[src/rtl/lfsr_pkg.sv]
`default_nettype none
// ============================================================================
// Module : lfsr_pkg
// Brief  : Shared types, default taps and next-state function for lfsr_rng.
// Rev    : 1.0  initial release
// ============================================================================
package lfsr_pkg;

    localparam int LFSR_MAX_W = 32;

    typedef enum logic [1:0] {
        ST_IDLE = 2'd0,
        ST_RUN  = 2'd1,
        ST_SEED = 2'd2
    } lfsr_state_e;

    // Maximal-length Fibonacci tap masks; bit i set means state[i] feeds the XOR.
    function automatic logic [LFSR_MAX_W-1:0] lfsr_default_taps(input int width);
        case (width)
            3:       return 32'h0000_0006;
            4:       return 32'h0000_000C;
            5:       return 32'h0000_0014;
            6:       return 32'h0000_0030;
            7:       return 32'h0000_0060;
            8:       return 32'h0000_00B8;
            9:       return 32'h0000_0110;
            10:      return 32'h0000_0240;
            11:      return 32'h0000_0500;
            12:      return 32'h0000_0829;
            13:      return 32'h0000_100D;
            14:      return 32'h0000_2015;
            15:      return 32'h0000_6000;
            16:      return 32'h0000_D008;
            default: return '0;
        endcase
    endfunction

    function automatic logic [LFSR_MAX_W-1:0] lfsr_next(
        input logic [LFSR_MAX_W-1:0] state,
        input logic [LFSR_MAX_W-1:0] taps,
        input int                    width
    );
        logic [LFSR_MAX_W-1:0] mask;
        logic                  fb;
        mask = {LFSR_MAX_W{1'b1}} >> (LFSR_MAX_W - width);
        fb   = ^(state & taps & mask);
        return ((state << 1) | {{(LFSR_MAX_W-1){1'b0}}, fb}) & mask;
    endfunction

endpackage
`default_nettype wire

[src/rtl/lfsr_rng_if.sv]
`default_nettype none
// ============================================================================
// Module : lfsr_rng_if
// Brief  : Seed/control inputs and valid/ready random-word stream of lfsr_rng.
// Rev    : 1.0  initial release
// ============================================================================
interface lfsr_rng_if #(
    parameter int WIDTH = 6
);
    logic             load;
    logic [WIDTH-1:0] seed;
    logic             shift_en;
    logic             seed_bit;
    logic             enable;
    logic             out_ready;
    logic             out_valid;
    logic [WIDTH-1:0] out;
    logic             wrap;
    logic             lockup;

    modport master (
        input  load, seed, shift_en, seed_bit, enable, out_ready,
        output out_valid, out, wrap, lockup
    );

    modport slave (
        output load, seed, shift_en, seed_bit, enable, out_ready,
        input  out_valid, out, wrap, lockup
    );
endinterface
`default_nettype wire

[src/rtl/lfsr_core.sv]
`default_nettype none
// ============================================================================
// Module : lfsr_core
// Brief  : LFSR state register with load > shift > advance input mux.
// Rev    : 1.0  initial release
// ============================================================================
module lfsr_core
    import lfsr_pkg::*;
#(
    parameter int               WIDTH      = 6,
    parameter logic [WIDTH-1:0] TAPS       = 6'b110000,
    parameter logic [WIDTH-1:0] RESET_SEED = 6'd1
) (
    input  wire logic             clk,
    input  wire logic             rst,
    input  wire logic             i_load,
    input  wire logic [WIDTH-1:0] i_load_val,
    input  wire logic             i_shift,
    input  wire logic             i_shift_bit,
    input  wire logic             i_adv,
    output logic      [WIDTH-1:0] o_state,
    output logic      [WIDTH-1:0] o_adv_val
);

    logic [WIDTH-1:0] r_state;

    assign o_adv_val = WIDTH'(lfsr_next(LFSR_MAX_W'(r_state), LFSR_MAX_W'(TAPS), WIDTH));
    assign o_state   = r_state;

    always_ff @(posedge clk or posedge rst) begin
        if (rst) begin
            r_state <= RESET_SEED;
        end else if (i_load) begin
            r_state <= i_load_val;
        end else if (i_shift) begin
            r_state <= {r_state[WIDTH-2:0], i_shift_bit};
        end else if (i_adv) begin
            r_state <= o_adv_val;
        end
    end

endmodule
`default_nettype wire

[src/rtl/lfsr_rng.sv]
`default_nettype none
// ============================================================================
// Module : lfsr_rng
// Brief  : Fibonacci LFSR RNG with seeding, valid/ready output and wrap
//          detection. Define LFSR_LOCKUP_GUARD_EN to build the all-zero guard.
// Rev    : 1.0  initial release
// ============================================================================
module lfsr_rng
    import lfsr_pkg::*;
#(
    parameter int               WIDTH      = 6,
    parameter logic [WIDTH-1:0] TAPS       = 6'b110000,
    parameter logic [WIDTH-1:0] RESET_SEED = 6'd1
) (
    input  wire logic   clk,
    input  wire logic   rst,
    lfsr_rng_if.master  bus
);

    lfsr_state_e      r_fsm;
    lfsr_state_e      w_fsm_next;
    logic [WIDTH-1:0] r_ref;
    logic [WIDTH-1:0] r_cnt;
    logic             r_wrap;
    logic [WIDTH-1:0] w_state;
    logic [WIDTH-1:0] w_adv;
    logic             w_hs;
    logic             w_seed_done;
    logic             w_sub_load;
    logic             w_sub_seed;
    logic             w_sub_adv;
    logic             w_core_load;
    logic [WIDTH-1:0] w_core_val;

    // A handshake only counts when neither seeding path claims the cycle.
    assign w_hs        = (r_fsm == ST_RUN) && bus.out_ready && !bus.load && !bus.shift_en;
    assign w_seed_done = (r_fsm == ST_SEED) && !bus.load && !bus.shift_en;

`ifdef LFSR_LOCKUP_GUARD_EN
    logic r_lockup;

    assign w_sub_load = bus.load && (bus.seed == '0);
    assign w_sub_seed = w_seed_done && (w_state == '0);
    assign w_sub_adv  = w_hs && (w_adv == '0);

    always_ff @(posedge clk or posedge rst) begin
        if (rst) begin
            r_lockup <= 1'b0;
        end else begin
            r_lockup <= w_sub_load | w_sub_seed | w_sub_adv;
        end
    end

    assign bus.lockup = r_lockup;
`else
    assign w_sub_load = 1'b0;
    assign w_sub_seed = 1'b0;
    assign w_sub_adv  = 1'b0;
    assign bus.lockup = 1'b0;
`endif

    assign w_core_load = bus.load | w_sub_seed | w_sub_adv;
    assign w_core_val  = (w_sub_load | w_sub_seed | w_sub_adv) ? RESET_SEED : bus.seed;

    lfsr_core #(
        .WIDTH      (WIDTH),
        .TAPS       (TAPS),
        .RESET_SEED (RESET_SEED)
    ) u_core (
        .clk         (clk),
        .rst         (rst),
        .i_load      (w_core_load),
        .i_load_val  (w_core_val),
        .i_shift     (bus.shift_en),
        .i_shift_bit (bus.seed_bit),
        .i_adv       (w_hs),
        .o_state     (w_state),
        .o_adv_val   (w_adv)
    );

    always_ff @(posedge clk or posedge rst) begin
        if (rst) begin
            r_ref  <= RESET_SEED;
            r_cnt  <= '0;
            r_wrap <= 1'b0;
        end else begin
            r_wrap <= 1'b0;
            if (bus.load) begin
                r_ref <= w_sub_load ? RESET_SEED : bus.seed;
                r_cnt <= '0;
            end else if (w_seed_done) begin
                r_ref <= w_sub_seed ? RESET_SEED : w_state;
                r_cnt <= '0;
            end else if (w_sub_adv) begin
                r_ref <= RESET_SEED;
                r_cnt <= '0;
            end else if (w_hs) begin
                if (w_adv == r_ref) begin
                    r_wrap <= 1'b1;
                    r_cnt  <= '0;
                end else begin
                    r_cnt  <= r_cnt + 1'b1;
                end
            end
        end
    end

    always_ff @(posedge clk or posedge rst) begin
        if (rst) begin
            r_fsm <= ST_IDLE;
        end else begin
            r_fsm <= w_fsm_next;
        end
    end

    always_comb begin
        w_fsm_next = r_fsm;
        if (bus.load) begin
            w_fsm_next = ST_IDLE;
        end else if (bus.shift_en) begin
            w_fsm_next = ST_SEED;
        end else begin
            case (r_fsm)
                ST_IDLE: w_fsm_next = bus.enable ? ST_RUN : ST_IDLE;
                // Leave RUN only once the pending word has been taken.
                ST_RUN:  w_fsm_next = (!bus.enable && bus.out_ready) ? ST_IDLE : ST_RUN;
                ST_SEED: w_fsm_next = ST_IDLE;
                default: w_fsm_next = ST_IDLE;
            endcase
        end
    end

    always_comb begin
        bus.out_valid = (r_fsm == ST_RUN);
    end

    assign bus.out  = w_state;
    assign bus.wrap = r_wrap;

endmodule
`default_nettype wire

[src/flat_wrapper.sv]
// flat-port wrapper written by rule: the top's interface ports become plain ports
module lfsr_rng_flat import lfsr_pkg::*;
#(
    parameter int               WIDTH      = 6,
    parameter logic [WIDTH-1:0] TAPS       = 6'b110000,
    parameter logic [WIDTH-1:0] RESET_SEED = 6'd1
)
  (clk, rst, bus_load, bus_seed, bus_shift_en, bus_seed_bit, bus_enable, bus_out_ready, bus_out_valid, bus_out, bus_wrap, bus_lockup);
  lfsr_rng_if #(.WIDTH(WIDTH)) bus_i ();
  input  wire logic clk;
  input  wire logic rst;
  input wire logic [$bits(bus_i.load)-1:0] bus_load;
  input wire logic [$bits(bus_i.seed)-1:0] bus_seed;
  input wire logic [$bits(bus_i.shift_en)-1:0] bus_shift_en;
  input wire logic [$bits(bus_i.seed_bit)-1:0] bus_seed_bit;
  input wire logic [$bits(bus_i.enable)-1:0] bus_enable;
  input wire logic [$bits(bus_i.out_ready)-1:0] bus_out_ready;
  output wire logic [$bits(bus_i.out_valid)-1:0] bus_out_valid;
  output wire logic [$bits(bus_i.out)-1:0] bus_out;
  output wire logic [$bits(bus_i.wrap)-1:0] bus_wrap;
  output wire logic [$bits(bus_i.lockup)-1:0] bus_lockup;
  assign bus_i.load = bus_load;
  assign bus_i.seed = bus_seed;
  assign bus_i.shift_en = bus_shift_en;
  assign bus_i.seed_bit = bus_seed_bit;
  assign bus_i.enable = bus_enable;
  assign bus_i.out_ready = bus_out_ready;
  assign bus_out_valid = bus_i.out_valid;
  assign bus_out = bus_i.out;
  assign bus_wrap = bus_i.wrap;
  assign bus_lockup = bus_i.lockup;
  lfsr_rng #(.WIDTH(WIDTH), .TAPS(TAPS), .RESET_SEED(RESET_SEED)) u_core (.clk(clk), .rst(rst), .bus(bus_i));
endmodule
[config.mk]
export PLATFORM = sky130hd
export DESIGN_NAME = lfsr_rng_flat
export DESIGN_NICKNAME = d
export VERILOG_FILES = /design/src/rtl/lfsr_pkg.sv /design/src/rtl/lfsr_rng_if.sv /design/src/rtl/lfsr_core.sv /design/src/rtl/lfsr_rng.sv /design/src/flat_wrapper.sv
export SDC_FILE = /design/constraint.sdc
export NUM_CORES = 1
export LEC_CHECK = 0
export ABC_AREA = 1
export CORE_ASPECT_RATIO = 0.8
export CORE_UTILIZATION = 42
export DETAILED_ROUTE_END_ITERATION = 10
export PLACE_DENSITY = 0.77
export SYNTH_ARGS = -nofsm -noshare
export SYNTH_HDL_FRONTEND = slang
export SYNTH_SLANG_ARGS = --single-unit
[constraint.sdc]
create_clock -name clk -period 0.9 [get_ports clk]
set_input_delay 0.09 -clock clk [delete_from_list [all_inputs] [get_ports clk]]
set_output_delay 0.09 -clock clk [all_outputs]
set_load 0.01 [all_outputs]
# ---- Word-level counts from Yosys, hierarchy flattened
# Cells that the tools add are included.
dict set report word_totals {
  rom_bits 0
  in_bits 13
  latchBits 0
  regBits 15
  mem_count 0
  output_inout_bits 9
  word_cells 35
  ram_bits 0
}
dict set report classes {
  n_reduce_logical 13
  addsub 0
  n_lt_le_gt_ge 0
  div_mod_pow 0
  shift 0
  muxes 14
  mul 0
  bitwise_logic 1
  n_eq_ne 3
}
# operator count
set op_table {}
lappend op_table {{$reduce_xor A32 Y1} 1}
lappend op_table {{$mux W6} 5}
lappend op_table {{$eq A6 B6 Y1} 1}
lappend op_table {{$logic_and A1 B1 Y1} 6}
lappend op_table {{$mux W1} 6}
lappend op_table {{$or A6 B1 Y6} 1}
lappend op_table {{$mux W2} 2}
lappend op_table {{$pmux W2 S2} 1}
lappend op_table {{$logic_not A1 Y1} 3}
lappend op_table {{$reduce_bool A3 Y1} 1}
lappend op_table {{$eq A2 B1 Y1 const B} 1}
lappend op_table {{$eq A2 B2 Y1 const B} 1}
lappend op_table {{$logic_not A2 Y1} 1}
lappend op_table {{$reduce_bool A2 Y1} 1}

# ---- Depth between registers and ports, before layout
# Gate-level depths: netlist of run 1.
dict set report depth {
  word_depth 7
  ltp_mapped 6
  mapped_depth_nobuf 6
}

# ---- Cells and area by module
# From an unflattened synthesis of run 1, not the netlist that was laid out.
dict set report unflattened {
  cells_unflattened 138
  hier_area_um2 993.5
}
# module instances cells_each area_each_um2 seq_area_each_um2
set modules_own_cells {}
lappend modules_own_cells {lfsr_rng 1 84 606.8 226.5}
lappend modules_own_cells {lfsr_core 1 54 386.6 151.4}

# ---- Worst setup path after synthesis of run 1
# Ideal clock, no wire load.
dict set report synth_timing {
  kind {register to register}
  startpoint {reg u_core.u_core.r_state[0], in the netlist u_core.u_core.o_state[0]}
  endpoint {reg u_core.r_wrap, in the netlist u_core.bus.wrap}
  n_path_buf 0
  t_required_ps 829
  period_less_slack_ps 1002
  t_arrival_ps 931
  path_stages_with_launch 7
  setup_ps 71
  setup_slack_ps -102
  cell_sequence {dfstp_2 -> inv_1 -> nand2_1 -> nand2_1 -> nor2_1 -> nand3_1 -> nor2_1}
}
dict set report synth_via {
  elab_chain_cells 6
}
# item line_no
set synth_lines {}
lappend synth_lines {{start: declaration} lfsr_core.sv:25} ;# logic [WIDTH-1:0] r_state;
lappend synth_lines {{start signal: assignment} lfsr_core.sv:34} ;# r_state <= i_load_val;
lappend synth_lines {{start signal: assignment} lfsr_core.sv:36} ;# r_state <= {r_state[WIDTH-2:0], i_shift_bit};
lappend synth_lines {{start signal: assignment} lfsr_core.sv:38} ;# r_state <= o_adv_val;
lappend synth_lines {{$or A6 B1 Y6} lfsr_pkg.sv:47} ;# return ((state << 1) | {{(LFSR_MAX_W-1){1'b0}}, fb}) & mask;
lappend synth_lines {{$eq A6 B6 Y1} lfsr_rng.sv:98} ;# if (w_adv == r_ref) begin
lappend synth_lines {{$mux W1} lfsr_rng.sv:98}
lappend synth_lines {{$mux W1} lfsr_rng.sv:97} ;# end else if (w_hs) begin
lappend synth_lines {{$mux W1} lfsr_rng.sv:91} ;# end else if (w_seed_done) begin
lappend synth_lines {{$mux W1} lfsr_rng.sv:88} ;# if (bus.load) begin
lappend synth_lines {{end signal: assignment} lfsr_rng.sv:85} ;# r_wrap <= 1'b0;
lappend synth_lines {{end signal: assignment} lfsr_rng.sv:87} ;# r_wrap <= 1'b0;
lappend synth_lines {{end signal: assignment} lfsr_rng.sv:99} ;# r_wrap <= 1'b1;
lappend synth_lines {{end: declaration} lfsr_rng.sv:24} ;# logic r_wrap;
# No other way between the ends.
# A chain may end at the register's enable or synchronous reset.

# ---- Final worst setup path of run 1
dict set report layout_timing {
  startpoint {reg u_core.u_core.r_state[4], in the netlist u_core.u_core.o_state[4]}
  endpoint {reg u_core.r_wrap, in the netlist u_core.bus.wrap}
}
dict set report layout_via {
  elab_chain_cells 7
}
# item line_no
set layout_lines {}
lappend layout_lines {{$reduce_xor A32 Y1} lfsr_pkg.sv:46} ;# fb = ^(state & taps & mask);
lappend layout_lines {{$or A6 B1 Y6 (*)} lfsr_pkg.sv:47}
lappend layout_lines {{$eq A6 B6 Y1 (*)} lfsr_rng.sv:98}
lappend layout_lines {{$mux W1 (*)} lfsr_rng.sv:98}
lappend layout_lines {{$mux W1 (*)} lfsr_rng.sv:97}
lappend layout_lines {{$mux W1 (*)} lfsr_rng.sv:91}
lappend layout_lines {{$mux W1 (*)} lfsr_rng.sv:88}
# Every way passes the cells marked *; elsewhere a longest branch is shown, timed or not.

==> metrics.md, run 1 <==
| Metric | Value |
|---|---|
| Tightest Hold Check Type | `input pin to asynchronous set/reset pin` |
| Fillers | `137` |
| I/O Pins | `22` |
| Die H | `42.2 um` |
| Vias in the first global route | `821` |
| Register area | `378 um^2` |
| PortBufs | `20` |
| Worst endpoint data arrival time | `1.38 ns` |
| Post-synth top area share | `38.3%` |
| Fraction of layout cells with a size suffix above 1 | `40.3%` |
| Initial antenna violation count | `0` |
| First-pass GRT wire length | `3780 um` |
| Maximum vdd drop | `0.873 mV` |
| DP Worst Slack | `-0.423 ns` |
| Crit-path slowest cell | `dfrtp_1` |
| Longest Clk Path Bufs | `2` |
| Core area | `0.00189 mm^2` |
| Num CTS Buffers | `3` |
| Diodes inserted | `0` |
| Die Wd | `52.2 um` |
| CP max stage delay | `0.40 ns` |
| GRT overflow | `0` |
| Post-synthesis cell count | `113` |
| Period utilization | `126%` |
| NumNets Final | `173` |
| Sequential fraction of the synthesis area | `44.5%` |
| Post-Synth Adder-Cell Area | `0%` |
| Largest net degree at the start of global routing | `12` |
| DRC violations left | `2` |
| Root Buffer | `clkbuf_4` |
| # rows | `14` |
| Final Hold Vio Count | `0` |
| HPWL after detailed placement | `1680 um` |
| Mux cell area share after synthesis | `0%` |
| CTS tree | `built` |
| Vias per cell | `5.15` |
| Area growth syn-to-layout | `60.0%` |
| Crit path max fanout | `4` |
| Syn avg cell area | `7.51 um^2` |
| Cts hold-fix bufs | `0` |
| Outcome | `finished with violations` |
| Footprint of the multi-input gates | `458 um^2` |
| Crit path kind | `register to register` |
| Slew Viols, Final | `0` |
| Via count | `942` |
| CP Cell Sequence | `buf_6 > buf_4 > nand2_1 > nand3_1 > nand2_1 > nand3_1 > nor2_2` |
| Total GRT Usage | `24.3%` |
| Crit path launch type | `register` |
| Final setup violation count | `19` |
| Cell Pwr Density | `1390 mW/mm^2` |
| Post-layout min period | `1.13 ns` |
| Routed WL per cell | `14.3 um` |
| Syn. warnings | `0` |
| Worst Slack Setup Final | `-0.234 ns` |
| Initial Util | `44.8%` |
| Setup TNS | `-2.88 ns` |
| Synth area leaders | `dfrtp_1 (38%), nand2_1 (18%), inv_1 (7.1%), dfstp_2 (6.2%), nand3_1 (5.3%)` |
| Worst EP required | `1.15 ns` |
| Antenna viol nets, final | `0` |
| Max_cap viols | `0` |
| Post-route insts no fill | `183` |
| Initial DRT Pass Iterations | `7` |
| Clk Latency, worst-skew pair | `0.30 ns` |
| # placed instances | `170` |
| Drt first-iter violations | `53` |
| Synth area leader | `dfrtp_1` |
| Clock-pin slew on the worst setup and hold paths | `0.11 ns` |
| Post-Syn Nets | `126` |
| CP Capture Type | `register` |
| Buf+Inv Stages, Crit Path | `2` |
| Total die area | `0.00220 mm^2` |
| CTS Sinks | `15` |
| Synth Cell Area | `848 um^2` |
| Flops & latches, synth | `15` |
| Peak Freq | `882 MHz` |
| Unrepaired setup endpoints after global routing | `yes` |
| Synth Area in XOR/XNOR | `1.03%` |
| Unique masters post-synth | `19` |
| Failing checks | `DRC, setup timing` |
| Leakage Power | `0.000676 uW` |
| H-tree depth | `1` |
| Main combinational cell family by area after synthesis | `simple AND/OR/NAND/NOR gates` |
| Final wirelength | `2620 um` |
| Post-synthesis compound-gate area fraction | `12.4%` |
| CP top delay family | `simple AND/OR/NAND/NOR gates` |
| GP Congestion | `0.862` |
| Synth Area in Simple Gates | `31.0%` |
| Worst Clk Skew | `0.0163 ns` |
## through the flow
| step | util [%] | power (uW) | area (um^2) | hold slack [ns] |
|---|---|---|---|---|
| 6_report | 71.8 | 1890 | 1360 | 0.00814 |
| 5_1_grt | 71.8 | 1980 | 1360 | 0.0475 |
| 4_1_cts | 66.1 | 1800 | 1250 | 0.00424 |
| 3_5_place_dp | 63.4 | 1370 | 1200 | 0.340 |
| 3_3_place_gp | 63.4 | 1350 | 1200 | 0.342 |
| 2_1_floorplan | - | 1080 | 853 | -0.00995 |
## state kept, by name, summed over array words and instances (netlist names)
signal,count
u_core.u_core.o_state,6
u_core.r_fsm,2
u_core.bus.wrap,1
u_core.r_ref,6
## cell usage in the layout, fill, tap and decap left out
cell / Yosys / final
a21oi_2: 1 / 1
buf_12: 0 / 2
buf_2: 0 / 7
buf_4: 1 / 20
buf_6: 2 / 3
clkbuf_16: 0 / 1
clkbuf_4: 0 / 3
clkdlybuf4s50_1: 0 / 12
clkinv_2: 0 / 1
conb_1: 1 / 1
dfrtp_1: 13 / 13
dfstp_2: 2 / 2
inv_1: 16 / 12
inv_2: 0 / 4
nand2_1: 40 / 32
nand2_2: 0 / 6
nand2_4: 1 / 3
nand3_1: 9 / 6
nand3_2: 0 / 2
nand3_4: 0 / 1
nand3b_1: 1 / 1
nor2_1: 10 / 6
nor2_2: 0 / 1
nor2_4: 1 / 4
o211ai_1: 5 / 5
o21a_1: 1 / 1
o21ai_0: 4 / 3
o21ai_1: 1 / 2
o21ai_2: 3 / 3
xnor2_1: 1 / 1
## final timing paths
kind	start	to	slack, ns	depth (start not counted)
setup / recovery	u_core.u_core.o_state[4]	u_core.bus.wrap	-0.23	7
setup reg to reg	u_core.u_core.o_state[4]	u_core.bus.wrap	-0.23	7
min in group clk	bus_seed[4]	u_core.r_ref[4]	0.39	3
hold reg to reg	u_core.r_ref[4]	u_core.r_ref[4]	0.55	2
hold / removal	rst	u_core.r_ref[5]	0.008	2
max in group asynchronous	rst	u_core.r_fsm[0]	0.52	3
## worst register-to-register path, stage by stage (launching register included)
cell     delay (ns)
dfrtp_1        0.40
buf_6          0.13
buf_4          0.13
nand2_1        0.07
nand3_1        0.06
nand2_1        0.08
nand3_1        0.10
nor2_2         0.12
## logic make-up after synthesis
| kind of cell | Yosys count |
|---|---|
| buffers and inverters | 19 |
| other | 1 |
| DFF | 15 |
| AOI/OAI and AO/OA | 15 |
| and+or+nand+nor | 62 |
| xor gates and xnor gates | 1 |
## synth_stat cells, drive strengths merged
master,number
nand3,9
buf,3
inv,16
conb,1
nor2,11
o21ai,8
xnor2,1
dfrtp,13
dfstp,2
nand2,41
o211ai,5
a21oi,1
nand3b,1
o21a,1
## report_power, final
part	switching [uW]	internal, uW	total, uW
Combinational	344	337	680
Clock	251	166	417
Sequential	40.9	748	789
Total	636	1250	1890
## area by class of cell
cell class	count	share of cell area, %
clock buffer	3	1.66
tap	24	2.21
multi-input combinational	79	33.7
sequential	15	27.8
timing repair buffer	45	29.8
clock inverter	1	0.369
inverter	16	4.42
## repair_timing
item	CTS	global route
gates cloned	0	1
endpoints found under the hold margin	0	0
buffers inserted	5	3
pin swaps	2	7
setup endpoints to repair	21	21
resized for setup	39	19
## metal layers
metal | track usage [%] | vias to the layer above | share of wire [%]
met5 | 0 | - | 0
met4 | 7.37 | 0 | 1.5
met3 | 7.97 | 6 | 7.8
met2 | 37.9 | 43 | 50
met1 | 31.8 | 446 | 40
li1 | - | 447 | -
No activity file was read; power rests on OpenSTA's default activity.
==> inputs of run 2 (changes only) <==
CAP_MARGIN = 10   (was unset)
CORE_UTILIZATION = 45   (was 42)
PLACE_DENSITY = 0.79   (was 0.77)
TNS_END_PERCENT = 5   (was unset)
clock period = 1.2 ns   (was 0.9 ns; I/O delays follow)
==> run 2 against run 1 <==
Compared with the run above: the flow now finishes without violations; critical path type is now register to output pin; die area is 6.4% lower; final cell count decreased by 3.8%; sequential share of layout area increased by 3.0 points.
==> metrics.md, run 2 (synthesis gave the netlist of run 1 again) <==
| Metric | Value |
|---|---|
| Initial antenna violation count | `0 (unchanged)` |
| Total GRT Usage | `22.8% (-1.5 points)` |
| # rows | `13 (-1)` |
| Routed WL per cell | `11.8 um (-17%)` |
| Outcome | `complete, no violations` |
| Root Buffer | `clkbuf_4` |
| Register area | `378 um^2 (unchanged)` |
| GP Congestion | `0.866 (+0.44%)` |
| Die H | `40.8 um (-3.2%)` |
| Reg2reg start | `u_core.u_core.o_state[0]` |
| Area growth syn-to-layout | `44.4%` |
| Diodes inserted | `0 (unchanged)` |
| Crit-path slowest cell | `dfrtp_1` |
| Initial DRT Pass Iterations | `4 (-3)` |
| Setup crit start | `u_core.u_core.o_state[4]` |
| Unrepaired setup endpoints after global routing | `yes` |
| Leakage Power | `0.000624 uW (-7.7%)` |
| Clk Latency, worst-skew pair | `0.29 ns (about the same)` |
| Die Wd | `50.5 um (-3.3%)` |
| Most frequent cells in the layout | `nand2_1 (37), buf_4 (19), dfrtp_1 (13)` |
| Final Hold Vio Count | `0 (unchanged)` |
| Antenna viol nets, final | `0 (unchanged)` |
| Placed inst area | `0.00116 mm^2 (-3.3%)` |
| First-pass GRT wire length | `3270 um (-14%)` |
| Cell count of the worst reg-to-reg path | `7 (unchanged)` |
| CTS Sinks | `15 (unchanged)` |
| Via count | `873 (-7.3%)` |
| Footprint of the multi-input gates | `390 um^2 (-15%)` |
| Core area | `0.00169 mm^2 (-11%)` |
| Tightest Hold Check Type | `input pin to asynchronous set/reset pin` |
| Slew Viols, Final | `0 (unchanged)` |
| Crit path launch type | `register` |
| Vias in the first global route | `758 (-7.7%)` |
| CP Cell Sequence | `buf_4 > clkdlybuf4s15_1` |
| Crit path kind | `register to output pin` |
| Initial Util | `50.1% (+5.3 points)` |
| Worst Clk Skew | `0.00621 ns (-0.0100 ns)` |
| Drt first-iter violations | `24 (-55%)` |
| CP max stage delay | `0.39 ns (about the same)` |
| Total die area | `0.00206 mm^2 (-6.4%)` |
| Post-layout min period | `1.16 ns` |
| PortBufs | `20 (unchanged)` |
| HPWL after detailed placement | `1590 um (-5.5%)` |
| NumNets Final | `168 (-2.9%)` |
| Peak Freq | `865 MHz` |
| Period utilization | `96.4%` |
| RR Endpoint | `u_core.bus.wrap` |
| Final wirelength | `2080 um (-20%)` |
| Fraction of layout cells with a size suffix above 1 | `27.3% (-13 points)` |
| I/O Pins | `22 (unchanged)` |
| Num CTS Buffers | `3 (unchanged)` |
| Maximum vdd drop | `0.805 mV (-7.8%)` |
| Clock-pin slew on the worst setup and hold paths | `0.09 ns (-0.02 ns)` |
| Worst endpoint data arrival time | `1.04 ns (-0.34 ns)` |
| GRT overflow | `0 (unchanged)` |
| H-tree depth | `1 (unchanged)` |
| # placed instances | `167 (-1.8%)` |
| Most common cell after layout, fill and taps aside | `nand2_1` |
| Longest Clk Path Bufs | `2 (unchanged)` |
| Cell Pwr Density | `1060 mW/mm^2 (-23%)` |
| Final setup violation count | `0 (-19)` |
| Fin area | `0.00122 mm^2 (-9.8%)` |
| Post-route insts no fill | `176 (-3.8%)` |
| Critical Path Sink | `bus_out[4]` |
| DRC violations left | `0 (-2)` |
| Vias per cell | `4.96 (-3.6%)` |
| Max_cap viols | `0 (unchanged)` |
| Hold Slack | `0.113 ns (+0.105 ns)` |
| Largest net degree at the start of global routing | `16 (+4)` |
| Internal reg-to-reg setup slack | `0.06 ns (+0.29 ns)` |
| Fillers | `144 (+5.1%)` |
| CTS tree | `built` |
| Crit path max fanout | `2 (-2)` |
| CP Capture Type | `output pin` |
| Worst EP required | `1.08 ns (-0.07 ns)` |
[run 2: per-layer routing]
| layer | GRT usage [%] | vias to the layer above | share of wire [%] |
|---|---|---|---|
| met5 | 0 | - | 0 |
| met4 | 6.25 | 0 | 0.38 |
| met3 | 7.78 | 2 | 5.4 |
| met2 | 39.0 | 27 | 47 |
| met1 | 28.1 | 407 | 47 |
| li1 | - | 437 | - |
[run 2: per-stage QoR]
stage	setup WS, ns	utilization, %	TNS (ns)	power [uW]
floorplan	0.198	-	0	807
global placement	-0.156	68.5	-1.70	976
detailed placement	-0.197	68.5	-2.11	988
CTS	0.00221	71.1	0	1290
global route	-0.0249	72.4	-0.0580	1380
finish	0.0437	72.4	0	1300
[run 2: area by class of cell]
cell class / instances / area share (%)
repair buffers: 40 / 27.6
flip-flops and latches: 15 / 30.8
well taps: 22 / 2.25
multi-input cells: 79 / 31.9
inverters: 16 / 5.21
clock inverters: 1 / 0.409
clock buffers: 3 / 1.84
[run 2: worst max-delay path: cells and delay by family (launching register included)]
family | cells | cell delay, ns
buf+inv | 2 | 0.36
flops | 1 | 0.39
[run 2: worst min path at each step]
| stage | startpoint | to | slack [ns] | cells after the start |
|---|---|---|---|---|
| final | rst | u_core.u_core.o_state[2] | 0.11 | 3 |
| after global routing | rst | u_core.u_core.o_state[2] | 0.15 | 3 |
| after CTS | rst | u_core.u_core.o_state[2] | 0.12 | 3 |
| after detailed placement | rst | u_core.u_core.o_state[2] | 0.44 | 3 |
| after global placement | rst | u_core.u_core.o_state[2] | 0.44 | 3 |
| after floorplan | rst | u_core.bus.wrap | 0.02 | 1 |
[run 2: repair_timing]
action / in CTS / in global routing
resized for setup: 11 / 11
endpoints found under the hold margin: 0 / 0
hold buffers: 0 / 0
pin swaps: 0 / 4
setup endpoints to repair: 11 / 11
buffers inserted: 3 / 2
[run 2: power breakdown]
group	leakage [uW]	total, uW	internal [uW]	switching (uW)
Combinational	0.000423	417	204	213
Sequential	0.000183	592	561	30.3
Clock	0.0000177	295	124	171
Total	0.000624	1300	889	415
==> inputs of run 3 (changes only) <==
CTS_CLUSTER_DIAMETER = 30   (was unset)
SLEW_MARGIN = 20   (was unset)
==> results of run 3 <==
No change in the layout: final DEF, timing and power equal those of run 2.
